$ cat config.mk
export PLATFORM = sky130hd
export DESIGN_NAME = uart_mem_master
export DESIGN_NICKNAME = d
export VERILOG_FILES = /design/src/rtl/uart_mem_master.sv
export SDC_FILE = /design/constraint.sdc
export NUM_CORES = 1
export LEC_CHECK = 0
export CAP_MARGIN = 10
export CORE_UTILIZATION = 46
export DETAILED_ROUTE_END_ITERATION = 16
export PLACE_DENSITY = 0.84
export REMOVE_ABC_BUFFERS = 1
export SETUP_SLACK_MARGIN = 0.5
export SLEW_MARGIN = 20
export SYNTH_ARGS = -nofsm -noshare
export SYNTH_HDL_FRONTEND = slang
export SYNTH_SLANG_ARGS = --single-unit
$ cat constraint.sdc
create_clock -name i_clk -period 4.1 [get_ports i_clk]
set_clock_uncertainty 0.15 [all_clocks]
set_input_delay 0.41 -clock i_clk [delete_from_list [all_inputs] [get_ports i_clk]]
set_output_delay 0.41 -clock i_clk [all_outputs]
set_load 0.03 [all_outputs]
$ cat src/rtl/uart_mem_master.sv
// Host-side initiator for the byte-level UART memory-access protocol: one read/write in flight,
// command/data bytes out on tx, read response in on rx. Optional macro: UART_MEM_MASTER_TIMEOUT_EN.
module uart_mem_master #(
  parameter int AddrWidth     = 7,
  parameter int DataSize      = 8,
  parameter int TimeoutCycles = 1000000
) (
  input  logic                 i_clk,
  input  logic                 i_rst,
  input  logic                 i_req_valid,
  output logic                 o_req_ready,
  input  logic                 i_req_write,
  input  logic [AddrWidth-1:0] i_req_addr,
  input  logic [DataSize-1:0]  i_req_wdata,
  output logic                 o_rsp_valid,
  output logic [DataSize-1:0]  o_rsp_rdata,
  output logic                 o_rsp_timeout,
  output logic [DataSize-1:0]  o_tx_data,
  output logic                 o_tx_data_valid,
  input  logic                 i_tx_data_ready,
  input  logic [DataSize-1:0]  i_rx_data,
  input  logic                 i_rx_data_valid,
  output logic                 o_rx_data_ready
);

  typedef enum logic [2:0] {
    IDLE,
    SEND_CMD,
    SEND_DATA,
    WAIT_RSP,
    DONE
  } state_e;

  state_e               state_q, state_d;
  logic                 write_q, write_d;
  logic [DataSize-1:0]  wdata_q, wdata_d;
  logic                 req_ready_q, req_ready_d;
  logic                 rx_ready_q, rx_ready_d;
  logic                 tx_valid_q, tx_valid_d;
  logic [DataSize-1:0]  tx_data_q, tx_data_d;
  logic                 rsp_valid_q, rsp_valid_d;
  logic [DataSize-1:0]  rdata_q, rdata_d;
  logic                 timeout_q, timeout_d;
  logic                 expired;

`ifdef UART_MEM_MASTER_TIMEOUT_EN
  localparam int CntW = $clog2(TimeoutCycles + 1);
  localparam logic [CntW-1:0] CntLast = CntW'(TimeoutCycles - 1);
  localparam logic [CntW-1:0] CntMax  = CntW'(TimeoutCycles);

  logic [CntW-1:0] cnt_q, cnt_d;

  assign expired = (state_q == WAIT_RSP) && (cnt_q == CntLast);

  // Held at zero while the command is on the wire, so WAIT_RSP always starts from 0.
  always_comb begin
    cnt_d = cnt_q;
    if (state_q == SEND_CMD) begin
      cnt_d = '0;
    end else if (state_q == WAIT_RSP && cnt_q != CntMax) begin
      cnt_d = cnt_q + CntW'(1);
    end
  end

  always_ff @(posedge i_clk) begin
    if (i_rst) begin
      cnt_q <= '0;
    end else begin
      cnt_q <= cnt_d;
    end
  end
`else
  assign expired = 1'b0;
`endif

  // NOTE: every variable gets a default before the case, so no path leaves one unassigned (no latches).
  always_comb begin
    state_d   = state_q;
    write_d   = write_q;
    wdata_d   = wdata_q;
    tx_data_d = tx_data_q;
    rdata_d   = rdata_q;
    timeout_d = timeout_q;

    case (state_q)
      IDLE: begin
        // Stray rx bytes are accepted here (ready is high) and simply dropped.
        if (i_req_valid && req_ready_q) begin
          state_d   = SEND_CMD;
          write_d   = i_req_write;
          wdata_d   = i_req_wdata;
          tx_data_d = DataSize'({i_req_write, i_req_addr});
        end
      end
      SEND_CMD: begin
        if (i_tx_data_ready) begin
          if (write_q) begin
            state_d   = SEND_DATA;
            tx_data_d = wdata_q;
          end else begin
            state_d = WAIT_RSP;
          end
        end
      end
      SEND_DATA: begin
        if (i_tx_data_ready) begin
          state_d   = DONE;
          rdata_d   = '0;
          timeout_d = 1'b0;
        end
      end
      WAIT_RSP: begin
        // A byte landing on the expiry edge still wins over the timeout.
        if (i_rx_data_valid) begin
          state_d   = DONE;
          rdata_d   = i_rx_data;
          timeout_d = 1'b0;
        end else if (expired) begin
          state_d   = DONE;
          rdata_d   = '0;
          timeout_d = 1'b1;
        end
      end
      DONE: begin
        state_d   = IDLE;
        timeout_d = 1'b0;
      end
      default: state_d = IDLE;
    endcase

    // Outputs are decoded from the next state and registered, so they line up with the state.
    req_ready_d = (state_d == IDLE);
    rx_ready_d  = (state_d == IDLE) || (state_d == WAIT_RSP);
    tx_valid_d  = (state_d == SEND_CMD) || (state_d == SEND_DATA);
    rsp_valid_d = (state_d == DONE);
  end

  // NOTE: sequential state uses non-blocking assignments only; reset is synchronous.
  always_ff @(posedge i_clk) begin
    if (i_rst) begin
      state_q     <= IDLE;
      write_q     <= 1'b0;
      wdata_q     <= '0;
      req_ready_q <= 1'b0;
      rx_ready_q  <= 1'b0;
      tx_valid_q  <= 1'b0;
      tx_data_q   <= '0;
      rsp_valid_q <= 1'b0;
      rdata_q     <= '0;
      timeout_q   <= 1'b0;
    end else begin
      state_q     <= state_d;
      write_q     <= write_d;
      wdata_q     <= wdata_d;
      req_ready_q <= req_ready_d;
      rx_ready_q  <= rx_ready_d;
      tx_valid_q  <= tx_valid_d;
      tx_data_q   <= tx_data_d;
      rsp_valid_q <= rsp_valid_d;
      rdata_q     <= rdata_d;
      timeout_q   <= timeout_d;
    end
  end

  assign o_req_ready     = req_ready_q;
  assign o_rx_data_ready = rx_ready_q;
  assign o_tx_data_valid = tx_valid_q;
  assign o_tx_data       = tx_data_q;
  assign o_rsp_valid     = rsp_valid_q;
  assign o_rsp_rdata     = rdata_q;
  assign o_rsp_timeout   = timeout_q;

endmodule
==> results.md, run 1 <==
* Height of the die at 55.0 µm
* GRT Total Usage at 20.1%
* Num Clock Sinks at 32
* Final hold vios at 0
* Core box area at 2570 µm²
* Initial Util at 50.3%
* Cts repair resizes at 0
* Final setup fails at 0
* Pwr dens at 416 nW/µm²
* First-pass GRT wire length at about 4.2 mm
* MaxCap Viol Count at 0
* Syn avg cell area at 10.9 µm²
* # rows at 18
* Min-delay worst type: flop to flop
* Hold path endpoint: o_rsp_rdata[1]
* Synth Cell Area at 1290 µm²
* Clk network pwr share at around 34%
* Routed vias at 1057
* Flop-to-flop setup slack at around 2.3 ns
* Setup CP Type: input port to flop
* Die area at slightly above 3000 µm²
* Ranking of synthesized cells by area: dfxtp_1, mux2i_1, nor2_1
* Yosys Warn Count at 0
* H-tree Lvls at 2
* Switch share at approximately a quarter
* Status: completed
* Slowest cell delay on critical path at 0.83 ns
* Flop pwr share at between 40 and 50%
* Final HPWL DP at 2.02 mm
* Largest net degree at the start of global routing at 22
* Leading area contributor after synthesis: dfxtp_1
* Setup Total Neg Slack at 0 ns
* Worst VDD drop at ~0.37 mV
* Lkg Pwr at 0.000732 µW
* Worst-margin pin slew at 0.835 ns
* CP required at 4.22 ns
* Drt drc at 0
* R2R Path Start: state_q[0]
* Switching power at around 200 µW
* Inserted Diodes at 0
* Critical path cell sequence: clkdlybuf4s50_1, nand3b_1, nor2_1, a22o_1
* Synth unique cells at 28
* Final nets at between 150 and 200
* Internal power component at 576 µW
* Cells on worst reg2reg path at 4
* Rel. slew slack at 44.1%
* Die Span X at approximately 55 µm
* Combinational cell fraction of total power at 21.5%
* Clk root buf: clkbuf_4
* Initial antenna violation count at 0
* Layout cells sized above 1 at 10.1%
* RR Endpoint: o_tx_data[6]
* Crit end category: flop
* Critical path buffers and inverters at 1
* Worst Hold Path Cells at 1
* Slew Limit Fails at 0
* Fmax at 467 MHz
* FF+latch count, synth at 32
* Overall power at 779 µW
* CP delay by family, top: buffers and inverters
* Worst-path clk slew at roughly 0.10 ns
* Antenna Violating Nets Remaining at 0
* Sequential area share after synthesis at 49.6%
* Fin crit share at 52.2%
* Critical path fanouts, max at 21
* Critical path depth in cells at 4
* Post-synth top area share at 49.6%
* Slowest CP cell: clkdlybuf4s50_1
* Clock latency on the worst-skew pair at 0.32 ns
* Syn Inst Count at approximately 120
* Hold-fix buffers at CTS at 0
* Ports at 50
* Routed vias/inst at 5.31
* Iter 0 DRT Violations at 7
* IO Port Bufs at 48
* Clk buf depth at 2
* Final worst path period need at between 2 and 2.5 ns
* CTS tree: built
* Startpoint Class: input port
* Routed len/inst at 14.2 µm
* Worst min-delay path startpoint: o_rsp_rdata[1]
* Worst EP arrival at around 2.3 ns
* Total Routed Length at 2.83 mm
* Routability cong. at 0.724
* CTS buffer count at 5
* RSZ-0062 raised after global routing: no
* Area Overhead vs Synth at 44.9%
* Total grt overflow at 0
* Vias in the first global route at 999
* Post-CTS Setup Inserts at 0
* Detailed-router iteration count before antenna repair at 4
## Yosys cell counts
| cell type | count |
|---|---|
| dfxtp_1 | 32 |
| mux2i_1 | 19 |
| nor2_1 | 19 |
| a22o_1 | 8 |
| a211oi_1 | 6 |
| inv_1 | 4 |
| a21oi_1 | 3 |
| a211oi_2 | 2 |
| buf_4 | 2 |
| clkbuf_1 | 2 |
| nand2_1 | 2 |
| nand2b_1 | 2 |
| nand3b_1 | 2 |
| a21boi_0 | 1 |
| a31oi_4 | 1 |
| buf_6 | 1 |
| conb_1 | 1 |
| mux2_2 | 1 |
| nand2b_2 | 1 |
| nand3_1 | 1 |
| nor2_8 | 1 |
| nor2b_1 | 1 |
| o2111ai_1 | 1 |
| o2bb2ai_1 | 1 |
| o32ai_4 | 1 |
| or2_1 | 1 |
| or2_2 | 1 |
| or2_4 | 1 |
## flip-flops by register name, summed over array words and instances (netlist names)
name / cells
state_q: 3
o_rsp_valid: 1
write_q: 1
o_rsp_rdata: 8
wdata_q: 8
o_req_ready: 1
o_tx_data_valid: 1
o_rx_data_ready: 1
o_tx_data: 8
## worst max-delay path by stage
| stage | from | end | slack [ns] |
|---|---|---|---|
| 5_1_grt | i_rst | o_rsp_rdata[0] | 1.88 |
| 2_1_floorplan | o_req_ready | wdata_q[0] | 2.53 |
| 6_report | i_rst | o_rsp_rdata[0] | 1.96 |
| 4_1_cts | i_rst | o_rsp_rdata[0] | 1.95 |
| 3_5_place_dp | i_rst | o_rsp_rdata[0] | 1.63 |
| 3_3_place_gp | i_rst | o_rsp_rdata[1] | 1.70 |
## placed cells by master, fill, tap and decap left out, drive strengths merged, types with 2 or more instances in the layout
master / n
nand2: 2
a22o: 8
nand2b: 3
a21oi: 3
nand3b: 2
or2: 3
a211oi: 8
mux2i: 19
inv: 4
clkbuf: 7
dfxtp: 32
nor2: 20
clkdlybuf4s50: 48
## layer usage
| metal | share of wire, % | wire [µm] | up-vias | track usage [%] |
|---|---|---|---|---|
| met4 | 1.1 | 32 | 0 | 6.25 |
| met5 | 0 | 0 | - | 0 |
| met3 | 9.2 | 259 | 3 | 10.1 |
| met2 | 49 | 1390 | 43 | 37.3 |
| met1 | 40 | 1140 | 492 | 19.2 |
| li1 | - | - | 519 | - |
## cells by family after synthesis
kind of cell / after synthesis / share of synthesized area (%)
AND/OR/NAND/NOR: 32 / 13.0
other: 1 / 0.290
flip-flops: 32 / 49.6
AO/OA/AOI/OAI: 24 / 17.7
buffers and inverters: 9 / 3.78
multiplexers: 20 / 15.6
## stage by stage
step,setup slack [ns],utilization [%],hold slack [ns],std cells,instance area (µm²)
4_1_cts,1.95,72.9,0.345,199,1870
3_5_place_dp,1.63,69.2,0.313,191,1780
5_1_grt,1.88,72.9,0.365,199,1870
6_report,1.96,72.9,0.340,199,1870
3_3_place_gp,1.70,69.2,0.315,191,1780
2_1_floorplan,2.53,-,0.313,113,1260
## power by group through the flow
stage	clock, µW	combinational, µW	sequential (µW)
2_1_floorplan	0	72.3	376
3_3_place_gp	0	165	350
3_5_place_dp	0	168	352
4_1_cts	273	169	345
5_1_grt	286	180	347
6_report	266	168	345
## layout make-up
| cell class | count | area [µm²] |
|---|---|---|
| multi-input combinational | 77 | 602 |
| sequential | 32 | 641 |
| clock inverter | 1 | 30.0 |
| inverter | 4 | 15.0 |
| clock buffer | 7 | 65.1 |
| tap | 30 | 37.5 |
| timing repair buffer | 48 | 480 |
| fill | 192 | 697 |
Power figures use the tool's default switching activity.
==> run 2: changes to the inputs <==
--- a/config.mk
+++ b/config.mk
@@ -6,9 +6,9 @@
 export NUM_CORES = 1
 export LEC_CHECK = 0
 export CAP_MARGIN = 10
-export CORE_UTILIZATION = 46
+export CORE_UTILIZATION = 38
 export DETAILED_ROUTE_END_ITERATION = 16
-export PLACE_DENSITY = 0.84
+export PLACE_DENSITY = 0.74
 export REMOVE_ABC_BUFFERS = 1
 export SETUP_SLACK_MARGIN = 0.5
 export SLEW_MARGIN = 20
==> constraint.sdc (replaced) <==
create_clock -name i_clk -period 1.8 [get_ports i_clk]
set_clock_uncertainty 0.15 [all_clocks]
set_input_delay 0.18 -clock i_clk [delete_from_list [all_inputs] [get_ports i_clk]]
set_output_delay 0.18 -clock i_clk [all_outputs]
set_load 0.03 [all_outputs]
==> results.md, run 2 (synthesized netlist as in run 1, its figures left out) <==
* Final setup fails at 0 (unchanged)
* Min-delay worst type: input port to flop
* Routed len/inst at 13.9 µm (-1.9%)
* CTS buffer count at 5 (unchanged)
* Largest net degree at the start of global routing at 16 (-27%)
* Inserted Diodes at 0 (unchanged)
* Initial Util at 41.3% (-9.0 points)
* Die area at 3630 µm² (+20%)
* Fin crit share at 86.8%
* Most common cell after layout, fill and taps aside: dfxtp_1
* First-pass GRT wire length at 4.84 mm (+16%)
* Clk root buf: clkbuf_4
* Routability cong. at 0.756 (+4.4%)
* Num Clock Sinks at 32 (unchanged)
* GRT Total Usage at 18.8% (-1.3 points)
* Slowest cell delay on critical path at 0.35 ns (-0.48 ns)
* Worst min-delay path startpoint: i_rx_data[5]
* Routed vias at 1133 (+7.2%)
* Setup CP Type: flop to flop
* Crit end category: flop
* Flop-to-flop setup slack at 0.24 ns (-2.04 ns)
* Slew Limit Fails at 0 (unchanged)
* Startpoint Class: flop
* Final hold vios at 0 (unchanged)
* Worst VDD drop at 0.509 mV (+37%)
* Total grt overflow at 0 (unchanged)
* Clock latency on the worst-skew pair at 0.33 ns (about the same)
* # rows at 20 (+2)
* H-tree Lvls at 2 (unchanged)
* Drt drc at 0 (unchanged)
* Worst-path clk slew at 0.09 ns (about the same)
* Critical path fanouts, max at 7 (-67%)
* Layout cells sized above 1 at 37.6% (+28 points)
* CP delay by family, top: buffers and inverters
* Core box area at 3130 µm² (+22%)
* Slowest CP cell: dfxtp_4
* Routed vias/inst at 4.93 (-7.3%)
* Hold slack final at 0.287 ns (-0.0538 ns)
* Critical path cell sequence: nand3b_1, buf_4, o32ai_4, buf_6, buf_12, nor2_1, a211oi_1
* Detailed-router iteration count before antenna repair at 2 (-2)
* Commonest non-fill, non-tap cells in the layout: dfxtp_1, clkdlybuf4s50_1, mux2i_1
* Area Overhead vs Synth at 58.2%
* Final worst path period need at roughly 1.6 ns
* Worst Hold Path Cells at 2 (+1)
* Layout fillers at 261 (+36%)
* RR Endpoint: o_tx_data[3]
* R2R Path Start: state_q[0]
* Status: completed
* Overall power at 1710 µW (+120%)
* Total Routed Length at 3.20 mm (+13%)
* Die Span X at 60.3 µm (+9.7%)
* Iter 0 DRT Violations at 21 (+14)
* Antenna Violating Nets Remaining at 0 (unchanged)
* CP required at 1.90 ns (-2.32 ns)
* Pwr dens at 839 nW/µm² (+100%)
* Initial antenna violation count at 0 (unchanged)
* MaxCap Viol Count at 0 (unchanged)
* Lkg Pwr at 0.000888 µW (+21%)
* Hold path endpoint: o_rsp_rdata[5]
* IO Port Bufs at 48 (unchanged)
* Ports at 50 (unchanged)
* RSZ-0062 raised after global routing: yes
* Final HPWL DP at 2.16 mm (+6.7%)
* Fmax at between 600 and 700 MHz
* CTS tree: built
* Vias in the first global route at 1164 (+17%)
* Critical path depth in cells at 7 (+3)
* Critical path buffers and inverters at 3 (+2)
* Final nets at 215 (+9.1%)
* Worst EP arrival at 1.66 ns (-0.60 ns)
* Height of the die at 60.3 µm (+9.7%)
* Cells on worst reg2reg path at 7 (+3)
* Clk buf depth at 2 (unchanged)
[run 2: how the worst max path moves through the flow]
stage	startpoint	end	slack (ns)
3_5_place_dp	i_tx_data_ready	o_tx_data[5]	-0.003
5_1_grt	state_q[0]	o_tx_data[7]	0.19
2_1_floorplan	o_req_ready	wdata_q[0]	0.23
4_1_cts	state_q[1]	o_tx_data[3]	0.27
6_report	state_q[0]	o_tx_data[3]	0.24
3_3_place_gp	i_tx_data_ready	o_tx_data[4]	0.07
[run 2: cell type report]
| type | count | area (µm²) | share of cell area, % |
|---|---|---|---|
| well taps | 44 | 55.1 | 2.69 |
| clock buffers | 7 | 65.1 | 3.18 |
| multi-input cells | 77 | 674 | 33.0 |
| flip-flops and latches | 32 | 647 | 31.7 |
| inverters | 4 | 15.0 | 0.735 |
| repair buffers | 66 | 587 | 28.7 |
[run 2: timing repair]
item	in CTS	in global routing
hold buffers	0	0
resized for setup	105	19
gates cloned	1	0
setup buffers	8	1
endpoints found under the setup margin	50	34
pin swaps	11	8
[run 2: stage by stage]
step | instances | setup TNS [ns] | util, % | cell area, µm² | setup slack [ns]
after floorplan | 113 | 0 | - | 1260 | 0.231
after global placement | 213 | 0 | 60.0 | 1880 | 0.0651
after detailed placement | 213 | -0.00297 | 60.0 | 1880 | -0.00297
after CTS | 229 | 0 | 64.4 | 2020 | 0.268
after global routing | 230 | 0 | 65.3 | 2040 | 0.191
final | 230 | 0 | 65.3 | 2040 | 0.237
[run 2: metal layers]
layer | share of wire [%] | vias to the layer above | track usage [%]
li1 | - | 559 | -
met1 | 41 | 524 | 19.2
met2 | 50 | 43 | 32.7
met3 | 7.3 | 7 | 5.63
met4 | 1.9 | 0 | 13.0
met5 | 0 | - | 0
[run 2: report_power, final]
group / internal, µW / switching [µW] / leakage [µW]
Combinational: 244 / 243 / 0.000589
Sequential: 756 / 24.0 / 0.000262
Clock: 221 / 226 / 0.0000374
Total: 1220 / 493 / 0.000888
[run 2: worst reg2reg max path: cells and delay by family (launching register included)]
kind | cells | cell delay [ns]
AO/OA/AOI/OAI | 2 | 0.29
flip-flops | 1 | 0.35
AND/OR/NAND/NOR | 2 | 0.26
buffers and inverters | 3 | 0.44
